===== src/rtl/ysyx_23060191_csr_ctrl.sv =====
// CSR access controller: runs CSRRW/S/C(I), ECALL and MRET against the
// CSR register file and hands the rd value / PC redirect back to the core.
module ysyx_23060191_csr_ctrl #(
    parameter int CPU_WIDTH = 32
) (
    input  logic                 clk,
    input  logic                 rst,
    // request side
    input  logic                 req_valid,
    output logic                 req_ready,
    input  logic                 is_csr,
    input  logic                 is_ecall,
    input  logic                 is_mret,
    input  logic [2:0]           funct3,
    input  logic [11:0]          csr_addr,
    input  logic [4:0]           rs1_idx,
    input  logic [CPU_WIDTH-1:0] rs1_data,
    input  logic [CPU_WIDTH-1:0] pc,
    input  logic [CPU_WIDTH-1:0] a5_data,
    // CSR register file port
    output logic [11:0]          addr_rd_csr,
    input  logic [CPU_WIDTH-1:0] data_rd_csr,
    output logic                 wr_en_csr,
    output logic [11:0]          addr_wr_csr,
    output logic [CPU_WIDTH-1:0] data_wr_csr,
    output logic                 ecall_en,
    output logic [CPU_WIDTH-1:0] ecall_NO,
    input  logic [CPU_WIDTH-1:0] mtvec,
    input  logic [CPU_WIDTH-1:0] mepc,
    // response side
    output logic                 resp_valid,
    input  logic                 resp_ready,
    output logic                 rd_we,
    output logic [CPU_WIDTH-1:0] rd_wdata,
    output logic                 redir_valid,
    output logic [CPU_WIDTH-1:0] redir_pc,
    output logic                 illegal
);

    localparam logic [2:0] S_IDLE  = 3'd0;
    localparam logic [2:0] S_READ  = 3'd1;
    localparam logic [2:0] S_WRITE = 3'd2;
    localparam logic [2:0] S_TRAP  = 3'd3;
    localparam logic [2:0] S_RET   = 3'd4;
    localparam logic [2:0] S_RESP  = 3'd5;

    localparam logic [11:0] A_MSTATUS = 12'h300;
    localparam logic [11:0] A_MTVEC   = 12'h305;
    localparam logic [11:0] A_MEPC    = 12'h341;
    localparam logic [11:0] A_MCAUSE  = 12'h342;

    logic [2:0]           state;

    // request fields captured on accept
    logic [11:0]          addr_q;
    logic [2:0]           f3_q;
    logic [4:0]           rs1_idx_q;
    logic [CPU_WIDTH-1:0] rs1_q;
    logic [CPU_WIDTH-1:0] pc_q;
    logic [CPU_WIDTH-1:0] a5_q;

    // results
    logic [CPU_WIDTH-1:0] old_q;
    logic [CPU_WIDTH-1:0] new_q;
    logic [CPU_WIDTH-1:0] redir_q;
    logic                 op_csr_q;
    logic                 op_redir_q;
    logic                 illegal_q;

    logic                 accept;
    logic                 one_hot;
    logic                 f3_ok;
    logic                 addr_ok;
    logic                 req_legal;
    logic [CPU_WIDTH-1:0] src;
    logic [CPU_WIDTH-1:0] new_val;
    logic                 skip_wr;

    assign accept = req_valid && req_ready;

    // request legality: exactly one op kind, and for Zicsr a known funct3 and CSR
    always_comb begin
        one_hot = 1'b0;
        case ({is_csr, is_ecall, is_mret})
            3'b100, 3'b010, 3'b001: one_hot = 1'b1;
            default:                one_hot = 1'b0;
        endcase
        f3_ok   = (funct3[1:0] != 2'b00);
        addr_ok = (csr_addr == A_MSTATUS) || (csr_addr == A_MTVEC) ||
                  (csr_addr == A_MEPC)    || (csr_addr == A_MCAUSE);
        req_legal = one_hot && (!is_csr || (f3_ok && addr_ok));
    end

    // new CSR value from the freshly read old value and the rs1/zimm source
    always_comb begin
        src = f3_q[2] ? {{(CPU_WIDTH-5){1'b0}}, rs1_idx_q} : rs1_q;
        case (f3_q[1:0])
            2'b01:   new_val = src;
            2'b10:   new_val = data_rd_csr | src;
            default: new_val = data_rd_csr & ~src;
        endcase
        // set/clear with x0 source must not write; mstatus is read-only here
        skip_wr = (addr_q == A_MSTATUS) || (f3_q[1] && (rs1_idx_q == 5'd0));
    end

    // control FSM and all captured state
    always_ff @(posedge clk or posedge rst) begin
        if (rst) begin
            state      <= S_IDLE;
            addr_q     <= '0;
            f3_q       <= '0;
            rs1_idx_q  <= '0;
            rs1_q      <= '0;
            pc_q       <= '0;
            a5_q       <= '0;
            old_q      <= '0;
            new_q      <= '0;
            redir_q    <= '0;
            op_csr_q   <= 1'b0;
            op_redir_q <= 1'b0;
            illegal_q  <= 1'b0;
        end else begin
            case (state)
                S_IDLE: begin
                    if (accept) begin
                        addr_q     <= csr_addr;
                        f3_q       <= funct3;
                        rs1_idx_q  <= rs1_idx;
                        rs1_q      <= rs1_data;
                        pc_q       <= pc;
                        a5_q       <= a5_data;
                        old_q      <= '0;
                        new_q      <= '0;
                        redir_q    <= '0;
                        illegal_q  <= !req_legal;
                        op_csr_q   <= req_legal && is_csr;
                        op_redir_q <= req_legal && (is_ecall || is_mret);
                        if (!req_legal)
                            state <= S_RESP;
                        else if (is_csr)
                            state <= S_READ;
                        else if (is_ecall)
                            state <= S_TRAP;
                        else
                            state <= S_RET;
                    end
                end
                S_READ: begin
                    old_q <= data_rd_csr;
                    new_q <= new_val;
                    state <= skip_wr ? S_RESP : S_WRITE;
                end
                S_WRITE: begin
                    state <= S_RESP;
                end
                S_TRAP: begin
                    redir_q <= mtvec;
                    state   <= S_RESP;
                end
                S_RET: begin
                    redir_q <= mepc;
                    state   <= S_RESP;
                end
                S_RESP: begin
                    if (resp_ready)
                        state <= S_IDLE;
                end
                default: begin
                    state <= S_IDLE;
                end
            endcase
        end
    end

    // outputs are pure state decodes, so reset drops every strobe at once
    always_comb begin
        req_ready   = (state == S_IDLE) && !rst;
        addr_rd_csr = '0;
        wr_en_csr   = 1'b0;
        addr_wr_csr = '0;
        data_wr_csr = '0;
        ecall_en    = 1'b0;
        ecall_NO    = '0;
        resp_valid  = 1'b0;
        rd_we       = 1'b0;
        rd_wdata    = '0;
        redir_valid = 1'b0;
        redir_pc    = '0;
        illegal     = 1'b0;
        case (state)
            S_READ: begin
                addr_rd_csr = addr_q;
            end
            S_WRITE: begin
                wr_en_csr   = 1'b1;
                addr_wr_csr = addr_q;
                data_wr_csr = new_q;
            end
            S_TRAP: begin
                ecall_en    = 1'b1;
                ecall_NO    = a5_q;
                data_wr_csr = pc_q;
            end
            S_RESP: begin
                resp_valid  = 1'b1;
                rd_we       = op_csr_q;
                rd_wdata    = old_q;
                redir_valid = op_redir_q;
                redir_pc    = redir_q;
                illegal     = illegal_q;
            end
            default: begin
            end
        endcase
    end

endmodule


===== config.mk =====
export PLATFORM = sky130hd
export DESIGN_NAME = ysyx_23060191_csr_ctrl
export DESIGN_NICKNAME = d
export VERILOG_FILES = /design/src/rtl/ysyx_23060191_csr_ctrl.sv
export SDC_FILE = /design/constraint.sdc
export NUM_CORES = 1
export LEC_CHECK = 0
export BUFFER_PORTS_ARGS = -buffer_cell sky130_fd_sc_hd__buf_2
export CORE_MARGIN = 3
export CORE_UTILIZATION = 35
export CTS_BUF_LIST = sky130_fd_sc_hd__clkbuf_16
export DETAILED_ROUTE_END_ITERATION = 8
export PLACE_DENSITY_LB_ADDON = 0.2
export SYNTH_ARGS = -nofsm -noshare
export SYNTH_HDL_FRONTEND = slang
export SYNTH_SLANG_ARGS = --single-unit

===== constraint.sdc =====
create_clock -name clk -period 10.7 [get_ports clk]
set_input_delay 2.14 -clock clk [delete_from_list [all_inputs] [get_ports clk]]
set_output_delay 2.14 -clock clk [all_outputs]
set_load 0.005 [all_outputs]

Word level (Yosys, flattened, before mapping). Cells that the tools add are included.

Register bits: 218. Input bits: 219. Output and inout bits: 159. Logic and storage cells: 86.

Equal/unequal tests: 17. Multiplexer cells: 26. Bitwise logic cells: 3. Reductions and logical operators: 27.

Operator list (number): 32-bit one-hot mux with 2 select lines (4); 32-bit two-way mux (5); 32-bit one-hot mux with 3 select lines (1); 12-bit by 10-bit == test with 1-bit output (second input constant) (5); 32-bit AND (1); 32-bit NOT (1); 32-bit OR (1); 12-bit two-way mux (2); 3-bit two-way mux (6); 3-bit one-hot mux with 4 select lines (1); 3-bit by 2-bit == test with 1-bit output (second input constant) (3); 3-bit == test (second input constant) (3); 2-bit AND reduction (4); 1-bit logical AND (7); 1-bit two-way mux (7); 3-bit by 1-bit == test with 1-bit output (second input constant) (2); 1-bit logical OR (6); 3-bit OR reduction (2); 5-bit zero test (1); 2-bit inequality test (second input constant) (2); 2-bit nonzero test (2); 1-bit zero test (3); 3-bit zero test (1); 3-bit nonzero test (1); 2 further kinds (2).

Longest topological paths before layout. Gate-level depths: netlist (run 1).

Depth in word-level cells: 10. Gate-level depth with buffers: 7. Depth with buffers taken out: 6.

Least setup slack after synthesis (run 1). No wires, ideal clock.

Kind: in2reg. From: input rst. To: register redir_q[0]. Setup time: 0.118 ns. Data arrival time: 7.452 ns. Data required time: 10.582 ns. Slack: 3.130 ns. Stages: 5. Cell sequence: inv_1 -> a21o_1 -> a21oi_1 -> clkbuf_1 -> a21o_1.

Word-level cells in the longest chain between the ends: 5.

Ends and longest elaborated chain: from (decl) (line 7) `input logic rst,`; 1-bit zero test (line 177) `req_ready = (state == S_IDLE) && !rst;`; 1-bit logical AND (line 177); 1-bit logical AND (line 79) `assign accept = req_valid && req_ready;`; 2-bit inequality test (no source line); 2-bit AND reduction (no source line); to (signal assigned) (line 157) `redir_q <= mtvec;`; to (signal assigned) (line 161) `redir_q <= mepc;`; to (decl) (line 65) `logic [CPU_WIDTH-1:0] redir_q;`.

Every way passes these cells. A chain may end at the register's enable or synchronous reset.

Final worst setup path (run 1).
From: register state[0]. To: output redir_pc[5].

Word-level cells in the longest chain between the ends: 2.

Ends and longest elaborated chain: from (decl) (line 52) `logic [2:0] state;`; from (signal assigned) (line 151) `state <= skip_wr ? S_RESP : S_WRITE;`; 3-bit == test (line 190) `case (state)`; 32-bit two-way mux (line 190); to (decl) (line 36) `output logic [CPU_WIDTH-1:0] redir_pc,`.

Every way passes these cells.

==> results of run 1 <==
[routing by layer]
metal / part of all wire, % / vias to the layer above / wire length, um / GRT usage [%]
met3: 5.3 / 46 / 1689 / 3.338
met1: 44 / 4149 / 13960 / 25.79
met4: 2.4 / 4 / 782 / 5.301
met2: 48 / 251 / 15470 / 32.38
met5: 0.085 / - / 27 / 0
li1: - / 4031 / - / -
[cells in the final DEF (no fill, tap or decap), types with 5 or more instances in the layout]
master and n:
sky130_fd_sc_hd__nand2_1 66, sky130_fd_sc_hd__buf_2 377, sky130_fd_sc_hd__diode_2 5, sky130_fd_sc_hd__mux2i_1 6, sky130_fd_sc_hd__nand2b_1 31, sky130_fd_sc_hd__a21o_1 33
sky130_fd_sc_hd__a22o_1 65, sky130_fd_sc_hd__clkbuf_16 27, sky130_fd_sc_hd__and3_1 44, sky130_fd_sc_hd__and2_1 80, sky130_fd_sc_hd__mux2_2 116, sky130_fd_sc_hd__inv_1 5
sky130_fd_sc_hd__clkinv_1 12, sky130_fd_sc_hd__a31oi_1 32, sky130_fd_sc_hd__nand3_1 65, sky130_fd_sc_hd__buf_4 10, sky130_fd_sc_hd__nor2_1 38, sky130_fd_sc_hd__o21ai_0 35
sky130_fd_sc_hd__dfrtp_1 218
[cell type report]
class | count | area share (%)
repair buffers | 387 | 14.80
clock inverters | 17 | 0.5095
multi-input cells | 647 | 34.57
well taps | 384 | 3.623
diodes | 5 | 0.09436
flip-flops and latches | 218 | 41.14
clock buffers | 27 | 5.095
inverters | 4 | 0.1698
[flip-flops by register name (all words and copies together), names as in the netlist]
| signal | count |
|---|---|
| a5_q | 32 |
| addr_q | 12 |
| f3_q | 3 |
| illegal_q | 1 |
| new_q | 32 |
| old_q | 32 |
| op_csr_q | 1 |
| op_redir_q | 1 |
| pc_q | 32 |
| redir_q | 32 |
| rs1_idx_q | 5 |
| rs1_q | 32 |
| state | 3 |
[worst max-delay path, delay by kind of cell, from the launching register on]
family / cells / cell delay, ns
AND/OR/NAND/NOR: 2 / 0.74
buffers and inverters: 3 / 1.11
flip-flops: 1 / 1.09
[through the flow]
| step | util (%) | instance area [um2] | setup slack (ns) | std cells |
|---|---|---|---|---|
| 3_3_place_gp | 43.31 | 12500 | 5.733 | 1640 |
| 4_1_cts | 45.89 | 13240 | 4.964 | 1684 |
| 5_1_grt | 45.92 | 13250 | 4.673 | 1686 |
| 3_5_place_dp | 43.31 | 12500 | 5.525 | 1640 |
| 2_1_floorplan | - | 10320 | 2.576 | 948 |
| 6_report | 45.95 | 13260 | 5.043 | 1689 |
[power groups by stage]
stage                     clock network, mW  logic, mW  registers (mW)
after detailed placement                  0       1.39            1.47
after global routing                  0.848       1.52            1.51
after global placement                    0       1.36            1.47
after floorplan                           0       1.01            1.36
after CTS                             0.811       1.39            1.46
final                                 0.782       1.37            1.46
[path summary, 6_finish.rpt]
check / startpoint / end
max: state[0] / redir_pc[5]
min: redir_q[10] / redir_q[10]
max reg2reg: state[0] / addr_q[6]
min reg2reg: redir_q[10] / redir_q[10]
max in group asynchronous: rst / new_q[25]
min in group asynchronous: rst / redir_q[1]
[kinds of logic after synthesis]
logic type | synth area share, %
compound gates | 12.28
mux | 13.24
fa+ha+maj | 0.2425
simple gates | 18.11
flops | 52.87
buf+inv | 3.250
==> impl_summary.md, run 1 <==
Finish
Relative to the synthesized area, the layout overhead comes to 28.52%. After filler insertion, the fill cell instance count of the layout stands at 2817. Summing all multi-input logic gate instances after layout gives 0.004584 mm2. In the final layout, flip-flops and latches occupy 0.005455 mm2. The number of nets at the end of the flow is 1505. Of the cells placed in the final design, the portion with a size suffix greater than 1 is 42.15%.

Global routing
The global-route wire length before repair is 48490 um. After global routing the overflow that remains totals 0. The number of global-route vias before repair came to 8466. The initial antenna violation count is 4. The global routing usage summed across all routing layers is 19.30%. Entering global routing, the biggest net connects 108 pins.

Floorplanning
The floorplan has 62 rows. The die is 177.7 um tall. The die covers 0.03157 mm2. The initial cell density of the core is 35.75%.

The number of top-level design ports is 378. The floorplan die width is 177.7 um. The core region is 0.02886 mm2.

Synthesis
In this run, synthesis inferred 0 flip-flops with an integrated enable. Synthesis instantiated 38 different standard cells from the library. The post-synthesis cell count is 948.

The post-synthesis sequential area ratio is 52.87%. Yosys instantiated no cell more often than sky130_fd_sc_hd__dfrtp_1. Yosys printed 0 warnings. Each instance of the synthesized netlist takes up on average 10.88 um2. The cell area that synthesis handed to floorplanning was 0.01032 mm2. Counting flops with an async set or reset pin after synthesis yields a share of 100.0%. By count the netlist is led by sky130_fd_sc_hd__dfrtp_1, sky130_fd_sc_hd__mux2_2, sky130_fd_sc_hd__and2_1. For this run, the leading register cell type out of synthesis is sky130_fd_sc_hd__dfrtp_1.

After synthesis, the largest area contributor takes up 52.87% of total cell area. By area the synthesized netlist is led by sky130_fd_sc_hd__dfrtp_1, sky130_fd_sc_hd__mux2_2, sky130_fd_sc_hd__a22o_1. The largest total area in the synthesized netlist belongs to sky130_fd_sc_hd__dfrtp_1. The synthesized design contains 218 register bits. The net count after synthesis is 1169.

STA
Based on the critical path, the design can be clocked at up to 0.1768 GHz. The clock skew after layout is 0.006515 ns. The smallest clock period supported by the final layout is computed as 5.657 ns. The hold violation count in the final report is 0. The final cycle utilization of the critical path is 52.87%.

Adding up every negative setup slack in the final design gives 0 ns. Setup repair after global routing left no endpoint under its margin. Final hold analysis gives a worst-case slack of 0.4665 ns. The setup-violating endpoint count in the final report is 0. For the pin with the worst max-slew slack, the measured transition is 1.135 ns. In this run the tightest slew margin relative to its limit is 24.36%.

The max-slew violation count came to 0.

Pwr
The internal portion of the total power is 2.294 mW. The switching power share of the total is 36.44%. The ratio of total power to cell area is 272.2 mW/mm2.

The switching power summed over all nets is 1.315 mW. The leakage power figure is 7.037 nW. Across the VDD grid, the largest voltage drop is 0.0001278 V. The share of total power dissipated in sequential elements is 40.5%.

The combinational power share is 37.8%. Power comes to 3.609 mW. The relative contribution of the clock network to total power is 21.7%.

Worst hold path
The kind of path behind the tightest hold check is reg -> reg. The number of stages on the worst hold path is 1.

CTS
TritonCTS built the clock tree. The clock drives 218 sinks. The insertion delay to the later sink of the worst-skew pair is 0.52 ns. The number of buffers on the longest clock path is 3.

The number of clock buffers inserted by TritonCTS is 26. The number of gates resized after CTS was 0. Clock-pin slew was measured on the worst setup and hold paths at 0.06 ns. Buffers inserted to repair hold after CTS numbered 0. After clock tree synthesis, the setup repair step added 0 buffers. The depth of the CTS H-tree is 1. The tree is rooted in a sky130_fd_sc_hd__clkbuf_16.

Routing
The first detailed-routing pass took 5 iterations. The count of nets left with antenna violations once routing finished came out at 0. Detailed routing inserted a total of 8481 vias.

After detailed routing, the total wire length is 31930 um. The number of vias per cell after detailed routing is 5.021. The first-iteration detailed-routing DRC count is 533.

After detailed routing, the average wire length per cell comes to 18.90 um. In the routed design, unresolved DRC markers number 0.

Critical path
The worst register-to-register path has a setup slack of 7.24 ns. The path type of the worst setup path is reg -> out. For the worst setup path, the data required time is 8.56 ns. The peak fanout along the critical path is 50. The number of cells on the worst reg-to-reg path is 4. STA classifies the critical path endpoint as an output port. The worst path arrival time is 3.52 ns. The cell type of the slowest stage on the worst timing path is sky130_fd_sc_hd__dfrtp_1. Traced cell by cell, the critical path runs through inv_1 -> nor2_4 -> buf_4 -> and2_1 -> buf_2. The worst setup path is launched from a flip-flop. The delay of the slowest cell on the worst path is 1.09 ns.

Job
Across the run, the number of max-cap violations was 0.

Status
The flow ran to the end, and the final reports show no timing, DRC or antenna violations.

Placement
The final HPWL from detailed placement is 21580 um. The number of buffer cells added on primary ports is 377. The global placement routability congestion is 0.7994.
Power figures use the tool's default switching activity.
==> run 2, diff against run 1 <==
--- a/config.mk
+++ b/config.mk
@@ -5,6 +5,7 @@
 export SDC_FILE = /design/constraint.sdc
 export NUM_CORES = 1
 export LEC_CHECK = 0
+export ABC_AREA = 1
 export BUFFER_PORTS_ARGS = -buffer_cell sky130_fd_sc_hd__buf_2
 export CORE_MARGIN = 3
 export CORE_UTILIZATION = 35
==> constraint.sdc (replaced) <==
create_clock -name clk -period 4.65 [get_ports clk]
set_input_delay 0.93 -clock clk [delete_from_list [all_inputs] [get_ports clk]]
set_output_delay 0.93 -clock clk [all_outputs]
set_load 0.005 [all_outputs]
==> run 2 against run 1 <==
Critical path depth rose by 2. Synthesized cell count grew 45%. Design area increased by 1.6%. Synthesized area up 2.2%. Register-to-register slack lost 5.8 ns. Via count rose by 22%. Wire length rose by 11%. Sequential share of layout area fell by 0.65 points. Setup slack worse by 4.1 ns. Largest cell class unchanged. Largest power group is now combinational logic. Highest routed layer unchanged.
==> impl_summary.md, run 2 <==
Status
The flow ran to the end, and the final reports show no timing, DRC or antenna violations.

Routing
The overall via count from detail_route was 10310 (+22%). The first-iteration detailed-routing DRC count is 577 (+8.3%). The number of vias per cell after detailed routing was 4.868 (-3.0%).

The first-pass iteration count of the detailed router is 5 (unchanged). The count of nets left with antenna violations after detail routing is 0 (unchanged). The average detailed-routed wire length per instance was 16.74 um (-11%). The total wire length after detailed routing is 35450 um (+11%). The detailed-route DRC error count is 0 (unchanged).

STA
The total negative slack for setup checks came to 0 ns (unchanged). The final critical path takes up 78.87% of the cycle. Setup repair after global routing left no endpoint under its margin. The max-slew violation count is 0 (unchanged). The final worst setup slack is 0.9824 ns (-4.060 ns). The transition at the pin with the smallest max-transition slack is 1.128 ns (-0.006334 ns). The headroom to the max-slew limit is 24.70% (+0.34 points). The worst path needs 3.668 ns of the cycle, external delays included. The hold violation count in the final report was 0 (unchanged). The setup-violating endpoint count in the final report was 0 (unchanged).

The clock skew after layout was 0.007990 ns (+0.001475 ns). The peak clock frequency supported by timing is 0.2727 GHz.

Pwr
The ratio of total power to cell area was 624.2 mW/mm2 (+130%). The relative contribution of the clock network to total power is 22.6% (+0.9 points). The combinational power share was 40.6% (+2.8 points). The proportion of power drawn by flip-flops and latches was 36.8% (-3.7 points).

The leakage power figure is 7.382 nW (+4.9%). The switching power summed over all nets is 3.421 mW (+160%). The switching power share of the total is 40.69% (+4.3 points). The design internal power is 4.988 mW (+120%). The worst supply voltage drop on vdd was 0.0002738 V (+110%).

Synthesis
The most numerous cell in the Yosys netlist is sky130_fd_sc_hd__nand2_1. The prevailing post-synth register cell is sky130_fd_sc_hd__dfrtp_1. The post-synthesis sequential area ratio is 51.72% (-1.2 points). The total of flip-flops plus latches after synthesis was 218 (unchanged). The count of yosys warnings during synthesis is 0 (unchanged). The fraction of registers with async set or reset after synthesis was 100.0% (unchanged).

The count of cell types in the netlist was 29 (-24%). The post-synthesis cell count is 1377 (+45%). After synthesis, the most frequently instantiated cells are sky130_fd_sc_hd__nand2_1, sky130_fd_sc_hd__dfrtp_1, sky130_fd_sc_hd__inv_1. The number of flops mapped to enable cells by yosys came to 0 (unchanged). The total standard cell area after synthesis is 0.01055 mm2 (+2.2%).

The average instance area after synthesis is 7.660 um2 (-30%). The net count after synthesis is 1598 (+37%). The proportion of netlist area held by the largest area contributor is 51.72% (-1.2 points). Of all cell types, the one taking the most synthesized area is sky130_fd_sc_hd__dfrtp_1. After synthesis, the cell types taking the most area are sky130_fd_sc_hd__dfrtp_1, sky130_fd_sc_hd__nand2_1, sky130_fd_sc_hd__inv_1.

CTS
The total clock sinks is 218 (unchanged). The clock transition at the register clock pins on the worst setup and hold paths after CTS is 0.06 ns (about the same). TritonCTS built the clock tree. The number of buffers on the longest clock path is 3 (unchanged). The post-CTS repair timing setup buffer count is 0 (unchanged).

The CTS root buffer is sky130_fd_sc_hd__clkbuf_16. The insertion delay to the later sink of the worst-skew pair is 0.53 ns (about the same). The post-cts repair resize count is 0 (unchanged). The hold-fix buffer count after cts is 0 (unchanged). The depth of the CTS H-tree was 1 (unchanged). The number of clock buffers inserted by TritonCTS is 26 (unchanged).

Floorplanning
The area of the core is 0.02917 mm2 (+1.1%). The floorplan die width was 179.6 um (+1.1%). The vertical die dimension is 179.6 um (+1.1%).

The area of the die came to 0.03225 mm2 (+2.2%). The number of top-level design ports is 378 (unchanged). The initial cell density of the core is 36.16% (+0.41 points). The floorplan row count is 62 (unchanged).

Global routing
The number of global-route vias before repair is 10170 (+20%). The global-route wire length before repair is 55960 um (+15%). The initial antenna violation count is 8 (+4).

The total global routing overflow is 0 (unchanged). The global routing usage summed across all routing layers is 21.04% (+1.7 points). The pin count of the biggest net entering global routing is 124 (+15%).

Worst hold path
The kind of path behind the tightest hold check is in -> async.

Job
The number of max-capacitance violations reported is 0 (unchanged).

Finish
Leaving out fill and tap cells, the most frequent cell in the layout is sky130_fd_sc_hd__buf_2. The non-filler instance count after layout is 2117 (+25%). In the layout the commonest cells are sky130_fd_sc_hd__buf_2, sky130_fd_sc_hd__nand2_1, sky130_fd_sc_hd__dfrtp_1, sky130_fd_sc_hd__inv_1, sky130_fd_sc_hd__nor2_1. The number of nets at the end of the flow came to 1931 (+28%).

The area taken by flip-flops and latches is 0.005455 mm2 (unchanged). The multi-input gate area in the final layout was 0.003895 mm2 (-15%). The final-layout fill cell count is 3064 (+8.8%). The area growth from synthesis to layout is 27.72%. The proportion of layout cells with a drive suffix above 1 is 25.68% (-16 points). The post-route core utilization came to 46.19% (+0.24 points).

Critical path
The worst setup path is launched from a flip-flop. The worst path arrival time is 2.74 ns (-0.78 ns). STA classifies the critical path endpoint as an output port.

The worst setup path is of the reg -> out kind. The critical path required time is 3.72 ns (-4.84 ns). The peak fanout along the critical path is 45 (-10%).

Placement
The global placement routability congestion was 0.8780 (+9.8%). The number of buffer cells added on primary ports is 377 (unchanged). The final HPWL from detailed placement was 24080 um (+12%). The count of placed standard cells including taps is 2066 (+26%).

The worst setup slack before clock tree synthesis came to 1.443 ns (-4.082 ns).
-- run 2: cell count changes in the layout (fill, tap and decap cells not counted), sizes merged, moves of 33 or more --
cell	change
nand2	+303
inv	+215
mux2	-116
nor2	+102
and2	-82
o21ai	+81
o22ai	+79
a22o	-65
and3	-44
a21o	-33
a21oi	+33
-- run 2: power by group through the flow --
stage / Sequential [mW] / Clock (mW) / Combinational (mW)
floorplan: 3.03 / 0 / 2.43
global placement: 3.10 / 0 / 3.36
detailed placement: 3.12 / 0 / 3.42
CTS: 3.09 / 1.95 / 3.44
global route: 3.19 / 2.03 / 3.88
finish: 3.10 / 1.90 / 3.41
-- run 2: kinds of logic after synthesis --
logic type	share of synthesized area [%]
mux	0.3796
compound gates	13.88
simple gates	22.29
flops	51.72
buf+inv	11.49
fa+ha+maj	0.2372
-- run 2: path summary, 6_finish.rpt --
path / from / endpoint / slack [ns] / cells after the start
min: rst / redir_q[4] / 0.48 / 2
min reg2reg: rs1_q[9] / rs1_q[9] / 0.48 / 2
max reg2reg: state[1] / pc_q[2] / 1.48 / 7
max: state[2] / rd_wdata[1] / 0.98 / 7
min in group clk: rs1_q[9] / rs1_q[9] / 0.48 / 2
max in group asynchronous: rst / rs1_q[11] / 3.06 / 3
-- run 2: layout make-up --
class | count | share of cell area, %
well taps | 384 | 3.566
repair buffers | 390 | 15.01
flip-flops and latches | 218 | 40.49
diodes | 4 | 0.07430
inverters | 217 | 6.093
clock buffers | 27 | 5.015
clock inverters | 20 | 0.8359
multi-input cells | 857 | 28.91
-- run 2: layer usage --
metal | share of wire [%] | track usage (%)
met4 | 2.1 | 6.219
met1 | 43 | 27.76
met3 | 6.5 | 4.446
met5 | 0.16 | 0
met2 | 48 | 35.02
-- run 2: critical path, cell delays in order, from the launching register on --
cell	delay (ns)
sky130_fd_sc_hd__dfrtp_1	0.37
sky130_fd_sc_hd__buf_4	0.26
sky130_fd_sc_hd__inv_1	0.15
sky130_fd_sc_hd__nor3_1	0.08
sky130_fd_sc_hd__inv_2	0.68
sky130_fd_sc_hd__buf_4	0.43
sky130_fd_sc_hd__nor2_1	0.08
sky130_fd_sc_hd__buf_2	0.13
-- run 2: metrics by stage --
| step | power [mW] | instance area (um2) | hold slack [ns] |
|---|---|---|---|
| 3_3_place_gp | 6.463 | 12670 | 0.4623 |
| 3_5_place_dp | 6.539 | 12670 | 0.4652 |
| 2_1_floorplan | 5.467 | 10550 | 0.4436 |
| 4_1_cts | 8.487 | 13460 | 0.4818 |
| 5_1_grt | 9.103 | 13470 | 0.5020 |
| 6_report | 8.409 | 13470 | 0.4761 |
